`config.mk`:
```
export PLATFORM = sky130hd
export DESIGN_NAME = char_gen_flat
export DESIGN_NICKNAME = d
export VERILOG_FILES = /design/src/rtl/char_pkg.sv /design/src/rtl/char_gen_if.sv /design/src/rtl/char_buf.sv /design/src/rtl/char_gen.sv /design/src/flat_wrapper.sv
export SDC_FILE = /design/constraint.sdc
export NUM_CORES = 1
export LEC_CHECK = 0
export ABC_AREA = 1
export CELL_PAD_IN_SITES_DETAIL_PLACEMENT = 1
export CELL_PAD_IN_SITES_GLOBAL_PLACEMENT = 2
export CORE_ASPECT_RATIO = 0.7
export CORE_MARGIN = 8
export CORE_UTILIZATION = 35
export CTS_CLUSTER_DIAMETER = 120
export DETAILED_ROUTE_END_ITERATION = 6
export GPL_TIMING_DRIVEN = 1
export HOLD_SLACK_MARGIN = 0.03
export PLACE_DENSITY_LB_ADDON = 0.1
export REMOVE_ABC_BUFFERS = 1
export SYNTH_ARGS = -nofsm -noshare
export SYNTH_HDL_FRONTEND = slang
export SYNTH_SLANG_ARGS = --single-unit
```
`constraint.sdc`:
```
create_clock -name clk -period 5.5 [get_ports clk]
set_input_delay 0.825 -clock clk [delete_from_list [all_inputs] [get_ports clk]]
set_output_delay 0.825 -clock clk [all_outputs]
set_load 0.05 [all_outputs]
```
`src/rtl/char_pkg.sv`:
```
// Shared definitions for the character generator.
//   DefWidth / DefDepth : default character width and buffer depth
//   state_e             : FSM state encoding (idle, sending, done)
package char_pkg;

   localparam int unsigned DefWidth = 8;
   localparam int unsigned DefDepth = 8;

   typedef enum logic [1:0] {
      StIdle = 2'd0,
      StSend = 2'd1,
      StDone = 2'd2
   } state_e;

endpackage

```
`src/rtl/char_gen_if.sv`:
```
// Bus bundle between a character source/sink and char_gen.
//   wr_en, wr_char     : load one character into the buffer
//   start              : begin emitting the buffered string
//   out_ready          : sink accepts out_char this cycle
//   out_valid/out_char : emitted character and its qualifier
//   out_last           : current character is the final one
//   busy, full, count  : status (FSM not idle, buffer full, characters loaded)
// master: the side that drives loads/start/ready; slave: char_gen itself.
interface char_gen_if #(
   parameter int unsigned WIDTH = char_pkg::DefWidth,
   parameter int unsigned DEPTH = char_pkg::DefDepth
) ();

   localparam int unsigned CW = $clog2(DEPTH) + 1;

   logic             wr_en;
   logic [WIDTH-1:0] wr_char;
   logic             start;
   logic             out_ready;
   logic             out_valid;
   logic [WIDTH-1:0] out_char;
   logic             out_last;
   logic             busy;
   logic             full;
   logic [CW-1:0]    count;

   modport master (
      output wr_en, wr_char, start, out_ready,
      input  out_valid, out_char, out_last, busy, full, count
   );

   modport slave (
      input  wr_en, wr_char, start, out_ready,
      output out_valid, out_char, out_last, busy, full, count
   );

endinterface

```
`src/rtl/char_buf.sv`:
```
// DEPTH x WIDTH character store: one synchronous write port, one
// asynchronous read port. Contents are not reset.
//   clk_i   : clock
//   we_i    : write enable
//   waddr_i : write index
//   wdata_i : write character
//   raddr_i : read index
//   rdata_o : character at raddr_i (combinational)
module char_buf #(
   parameter int unsigned WIDTH = char_pkg::DefWidth,
   parameter int unsigned DEPTH = char_pkg::DefDepth,
   localparam int unsigned AW   = $clog2(DEPTH)
) (
   input  logic             clk_i,
   input  logic             we_i,
   input  logic [AW-1:0]    waddr_i,
   input  logic [WIDTH-1:0] wdata_i,
   input  logic [AW-1:0]    raddr_i,
   output logic [WIDTH-1:0] rdata_o
);

   logic [WIDTH-1:0] mem_q [DEPTH];

   always_ff @(posedge clk_i) begin
      if (we_i) begin
         mem_q[waddr_i] <= wdata_i;
      end
   end

   assign rdata_o = mem_q[raddr_i];

endmodule

```
`src/rtl/char_gen.sv`:
```
// Character string generator: characters are loaded into a buffer while idle,
// then a start pulse streams them out with a valid/ready handshake, flagging
// the final character. One idle-recovery (done) cycle follows each string.
//   clk   : rising-edge clock
//   reset : synchronous active-high reset
//   bus   : char_gen_if slave (loads, start, output stream, status)
module char_gen #(
   parameter int unsigned WIDTH = char_pkg::DefWidth,
   parameter int unsigned DEPTH = char_pkg::DefDepth
) (
   input logic       clk,
   input logic       reset,
   char_gen_if.slave bus
);

   import char_pkg::*;

   localparam int unsigned AW = $clog2(DEPTH);
   localparam int unsigned CW = AW + 1;
   localparam logic [CW-1:0] FullCount = CW'(DEPTH);

   state_e           state_q;
   logic [CW-1:0]    count_q;
   logic [AW-1:0]    rd_idx_q;

   logic             full;
   logic             wr_ok;
   logic             sending;
   logic             last;
   logic [WIDTH-1:0] rd_char;

   assign full    = (count_q == FullCount);
   assign wr_ok   = (state_q == StIdle) && bus.wr_en && !full;
   assign sending = (state_q == StSend);
   // count_q >= 1 whenever sending, so count_q - 1 cannot underflow here
   assign last    = sending && ({1'b0, rd_idx_q} == (count_q - 1'b1));

   char_buf #(
      .WIDTH (WIDTH),
      .DEPTH (DEPTH)
   ) u_buf (
      .clk_i   (clk),
      .we_i    (wr_ok),
      .waddr_i (count_q[AW-1:0]),
      .wdata_i (bus.wr_char),
      .raddr_i (rd_idx_q),
      .rdata_o (rd_char)
   );

   always_ff @(posedge clk) begin
      if (reset) begin
         state_q  <= StIdle;
         count_q  <= '0;
         rd_idx_q <= '0;
      end else begin
         unique case (state_q)
            StIdle: begin
               if (wr_ok) begin
                  count_q <= count_q + 1'b1;
               end
               // Decision uses the pre-write count; a same-cycle write still
               // joins the string because count_q is updated alongside.
               if (bus.start && (count_q != '0)) begin
                  state_q  <= StSend;
                  rd_idx_q <= '0;
               end
            end
            StSend: begin
               if (bus.out_ready) begin
                  if (last) begin
                     state_q <= StDone;
                  end else begin
                     rd_idx_q <= rd_idx_q + 1'b1;
                  end
               end
            end
            StDone: begin
               state_q  <= StIdle;
               count_q  <= '0;
               rd_idx_q <= '0;
            end
            default: begin
               state_q <= StIdle;
            end
         endcase
      end
   end

   assign bus.out_valid = sending;
   assign bus.out_char  = rd_char;
   assign bus.out_last  = last;
   assign bus.busy      = (state_q != StIdle);
   assign bus.full      = full;
   assign bus.count     = count_q;

endmodule

```
`src/flat_wrapper.sv`:
```
// flat-port wrapper written by rule: the top's interface ports become plain ports
module char_gen_flat import char_pkg::*;
#(
   parameter int unsigned WIDTH = char_pkg::DefWidth,
   parameter int unsigned DEPTH = char_pkg::DefDepth
)
  (clk, reset, bus_wr_en, bus_wr_char, bus_start, bus_out_ready, bus_out_valid, bus_out_char, bus_out_last, bus_busy, bus_full, bus_count);
  char_gen_if #(.WIDTH(WIDTH), .DEPTH(DEPTH)) bus_i ();
  input logic clk;
  input logic reset;
  input wire logic [$bits(bus_i.wr_en)-1:0] bus_wr_en;
  input wire logic [$bits(bus_i.wr_char)-1:0] bus_wr_char;
  input wire logic [$bits(bus_i.start)-1:0] bus_start;
  input wire logic [$bits(bus_i.out_ready)-1:0] bus_out_ready;
  output wire logic [$bits(bus_i.out_valid)-1:0] bus_out_valid;
  output wire logic [$bits(bus_i.out_char)-1:0] bus_out_char;
  output wire logic [$bits(bus_i.out_last)-1:0] bus_out_last;
  output wire logic [$bits(bus_i.busy)-1:0] bus_busy;
  output wire logic [$bits(bus_i.full)-1:0] bus_full;
  output wire logic [$bits(bus_i.count)-1:0] bus_count;
  assign bus_i.wr_en = bus_wr_en;
  assign bus_i.wr_char = bus_wr_char;
  assign bus_i.start = bus_start;
  assign bus_i.out_ready = bus_out_ready;
  assign bus_out_valid = bus_i.out_valid;
  assign bus_out_char = bus_i.out_char;
  assign bus_out_last = bus_i.out_last;
  assign bus_busy = bus_i.busy;
  assign bus_full = bus_i.full;
  assign bus_count = bus_i.count;
  char_gen #(.WIDTH(WIDTH), .DEPTH(DEPTH)) u_core (.clk(clk), .reset(reset), .bus(bus_i));
endmodule
```
==> flow_metrics.env <==
export IMPL_status="finished, final reports clean"
export IMPL_holdBufCountCts=0
export IMPL_worst_ep_arrival_time_ps=2820
export IMPL_fp_row_count=29
export IMPL_placed_area_um2=3650
export IMPL_yosysSeqAreaShare_pct=66.5
export IMPL_yosys_top_cells_area="edfxtp_1, dfxtp_1, nor2_1"
export IMPL_fmax_ghz=0.274
export IMPL_place_ws_ps=2180
export IMPL_core_area_um2=9030
export IMPL_max_stage_delay_ps=800
export IMPL_drt_initial_drc_count=145
export IMPL_ir_drop_v=0.000205
export IMPL_synth_common_cells="edfxtp_1, nor2_1, nand2_1"
export IMPL_synth_top_family_by_area="simple AND/OR/NAND/NOR gates"
export IMPL_synth_compound_area_share_pct=8.62
export IMPL_start_kind="flop"
export IMPL_dieArea_um2=12700
export IMPL_finalWirelength_um=7840
export IMPL_finalWorstSetupSlack_ps=1850
export IMPL_synth_seq_cells=76
export IMPL_antenna_found_initial=0
export IMPL_synth_top_flop_cell="edfxtp_1"
export IMPL_final_core_util_pct=43.8
export IMPL_io_buffers=28
export IMPL_synth_simple_area_share_pct=18.2
export IMPL_synthXorXnorAreaFrac_pct=0.539
export IMPL_tightestPinTransition_ps=1020
export IMPL_r2r_start="u_core.bus.count[1]"
export IMPL_diodes=0
export IMPL_track_usage_pct=12.9
export IMPL_synth_edf_count=64
export IMPL_ys_async_sr_fraction_pct=0
export IMPL_cts_buffers=9
export IMPL_initial_core_util_pct=36.0
export IMPL_power_density_nw_per_um2=385
export IMPL_synth_top_cell_area_share_pct=59.1
export IMPL_power_leakage_uw=0.00141
export IMPL_grt_overflow_total=0
export IMPL_vias_per_cell=4.73
export IMPL_tns_ps=0
export IMPL_dr_pass1_iters=4
export IMPL_syn_area_um2=3250
export IMPL_slew_headroom_pct=31.6
export IMPL_drive_above_1_share_pct=10.8
export IMPL_hold_viol=0
export IMPL_root_buffer="clkbuf_16"
export IMPL_postCtsSetupBuffers=0
export IMPL_cp_top_family="buffers and inverters"
export IMPL_place_hpwl_um=5110
export IMPL_postLayoutCellArea_um2=3960
export IMPL_ant_nets=0
export IMPL_routedWlPerCell_um=17.1
export IMPL_drt_drc_violations_left=0
export IMPL_synthMuxAreaShare_pct=0
export IMPL_clk_insertion_delay_late_ps=340
export IMPL_yosysTopAreaCell="edfxtp_1"
export IMPL_ff2ff_setup_slack_ps=2870
export IMPL_rsz0062_at_grt="no"
export IMPL_syn_inst=301
export IMPL_die_h_um=96.6
export IMPL_worstPathRequired_ps=4680
export IMPL_crit_top_cell="inv_1"
export IMPL_min_period_ps=3650
export IMPL_drv_cap=0
export IMPL_cts_tree="built"
export IMPL_syn_avg_cell_area_um2=10.8
export IMPL_critPathBufInv=4
export IMPL_h_tree_depth=3
export IMPL_endpoint_kind="output pin"
export IMPL_gp_congestion=0.704
export IMPL_grt_max_degree=34
export IMPL_holdCritPathClass="flop to flop"
export IMPL_crit_chain="inv_1 > ha_1 > nand2_1 > inv_1 > nor2_1 > nand2_1 > nor2_2 > nand3_2 > inv_1 > clkdlybuf4s50_1"
export IMPL_ctsResizeCount=0
export IMPL_die_w_um=131
export IMPL_vias=2167
export IMPL_critPathMaxFanout=11
export IMPL_ios=29
export IMPL_grt_pass1_wl_um=12400
export IMPL_synthAdderAreaFrac_pct=1.54
export IMPL_setup_viol=0
export IMPL_fill_cells=983
export IMPL_clock_sinks=76
export IMPL_area_growth_pct=21.8
export IMPL_crit_type="flop to output pin"
export IMPL_finish_net_count=346
export IMPL_critical_path_slowest_cell="clkdlybuf4s50_1"
export IMPL_clk_path_buf_depth=2
export IMPL_synth_distinct_cells=25
export IMPL_critPathLaunch="u_core.bus.count[1]"
export IMPL_finClkSkew_ps=9.63
export IMPL_hold_start="u_core.rd_idx_q[1]"
export IMPL_min_period_over_period_pct=66.3
export IMPL_path_clk_slew_ps=60
export IMPL_slew_violations=0
export IMPL_yosys_warnings=0
export IMPL_first_global_vias=2205
[worst paths after layout]
| check | endpoint | cells after the start |
|---|---|---|
| max | bus_out_last | 10 |
| min | u_core.rd_idx_q[1] | 2 |
| max reg2reg | u_core.u_buf.mem_q[6][3] | 9 |
| min reg2reg | u_core.rd_idx_q[1] | 2 |
[cell usage in the layout, fill, tap and decap left out, types with 3 or more instances in the layout]
cell              n
ha_1              4
nor3_2            3
nand3_1           8
clkbuf_16         9
inv_2             5
clkinv_1          3
inv_1            15
nand2_1          54
nor2_2            5
nor2_1           64
a21oi_1           8
edfxtp_1         64
o21ai_0          17
dfxtp_1          12
o32ai_1          16
nand2_2           3
clkdlybuf4s50_1  28
[report_power, final]
| part | switching (µW) | total, µW | leakage (µW) | internal, µW |
|---|---|---|---|---|
| Clock | 217 | 607 | 0.000152 | 390 |
| Sequential | 12.4 | 658 | 0.000677 | 645 |
| Combinational | 177 | 260 | 0.000579 | 83.0 |
| Total | 406 | 1520 | 0.00141 | 1120 |
[stage by stage]
step / instances / total power [µW] / hold WS, ps
2_1_floorplan: 288 / 839 / 485
3_3_place_gp: 442 / 932 / 546
3_5_place_dp: 442 / 932 / 550
4_1_cts: 458 / 1540 / 568
5_1_grt: 458 / 1590 / 596
6_report: 458 / 1520 / 564
[routing by layer]
layer  part of all wire, %  track usage, %  up-vias
li1                      -               -     1090
met1                    55            18.1     1040
met2                    40            17.6       31
met3                   4.2            4.75        6
met4                  0.87            4.27        0
met5                     0               0        -
[worst min-delay path, cell delays in order, from the launching register on]
cell	delay [ps]
dfxtp_1	350
nand2_1	100
a21oi_1	60
[final cells by class]
type,count,area [µm²],area share [%]
Timing Repair Buffer,30,295,7.46
Multi-Input combinational cell,191,955,24.1
Inverter,21,86.3,2.18
Tap cell,124,155,3.92
Clock inverter,7,81.3,2.05
Clock buffer,9,225,5.69
Sequential cell,76,2160,54.6
[logic make-up after synthesis]
kind of cell	count (synthesis)
DFF	76
xor gates and xnor gates	2
buffers and inverters	34
AOI/OAI and AO/OA	43
and+or+nand+nor	142
adders and majority gates	4
[sequential cells by signal, indices dropped and copies added, names as in the netlist, named ones only]
| signal | count |
|---|---|
| u_core.rd_idx_q | 3 |
| u_core.u_buf.mem_q | 64 |
| u_core.state_q | 2 |
| u_core.bus.count | 4 |
Note: power is estimated with default switching activity, not from simulation.
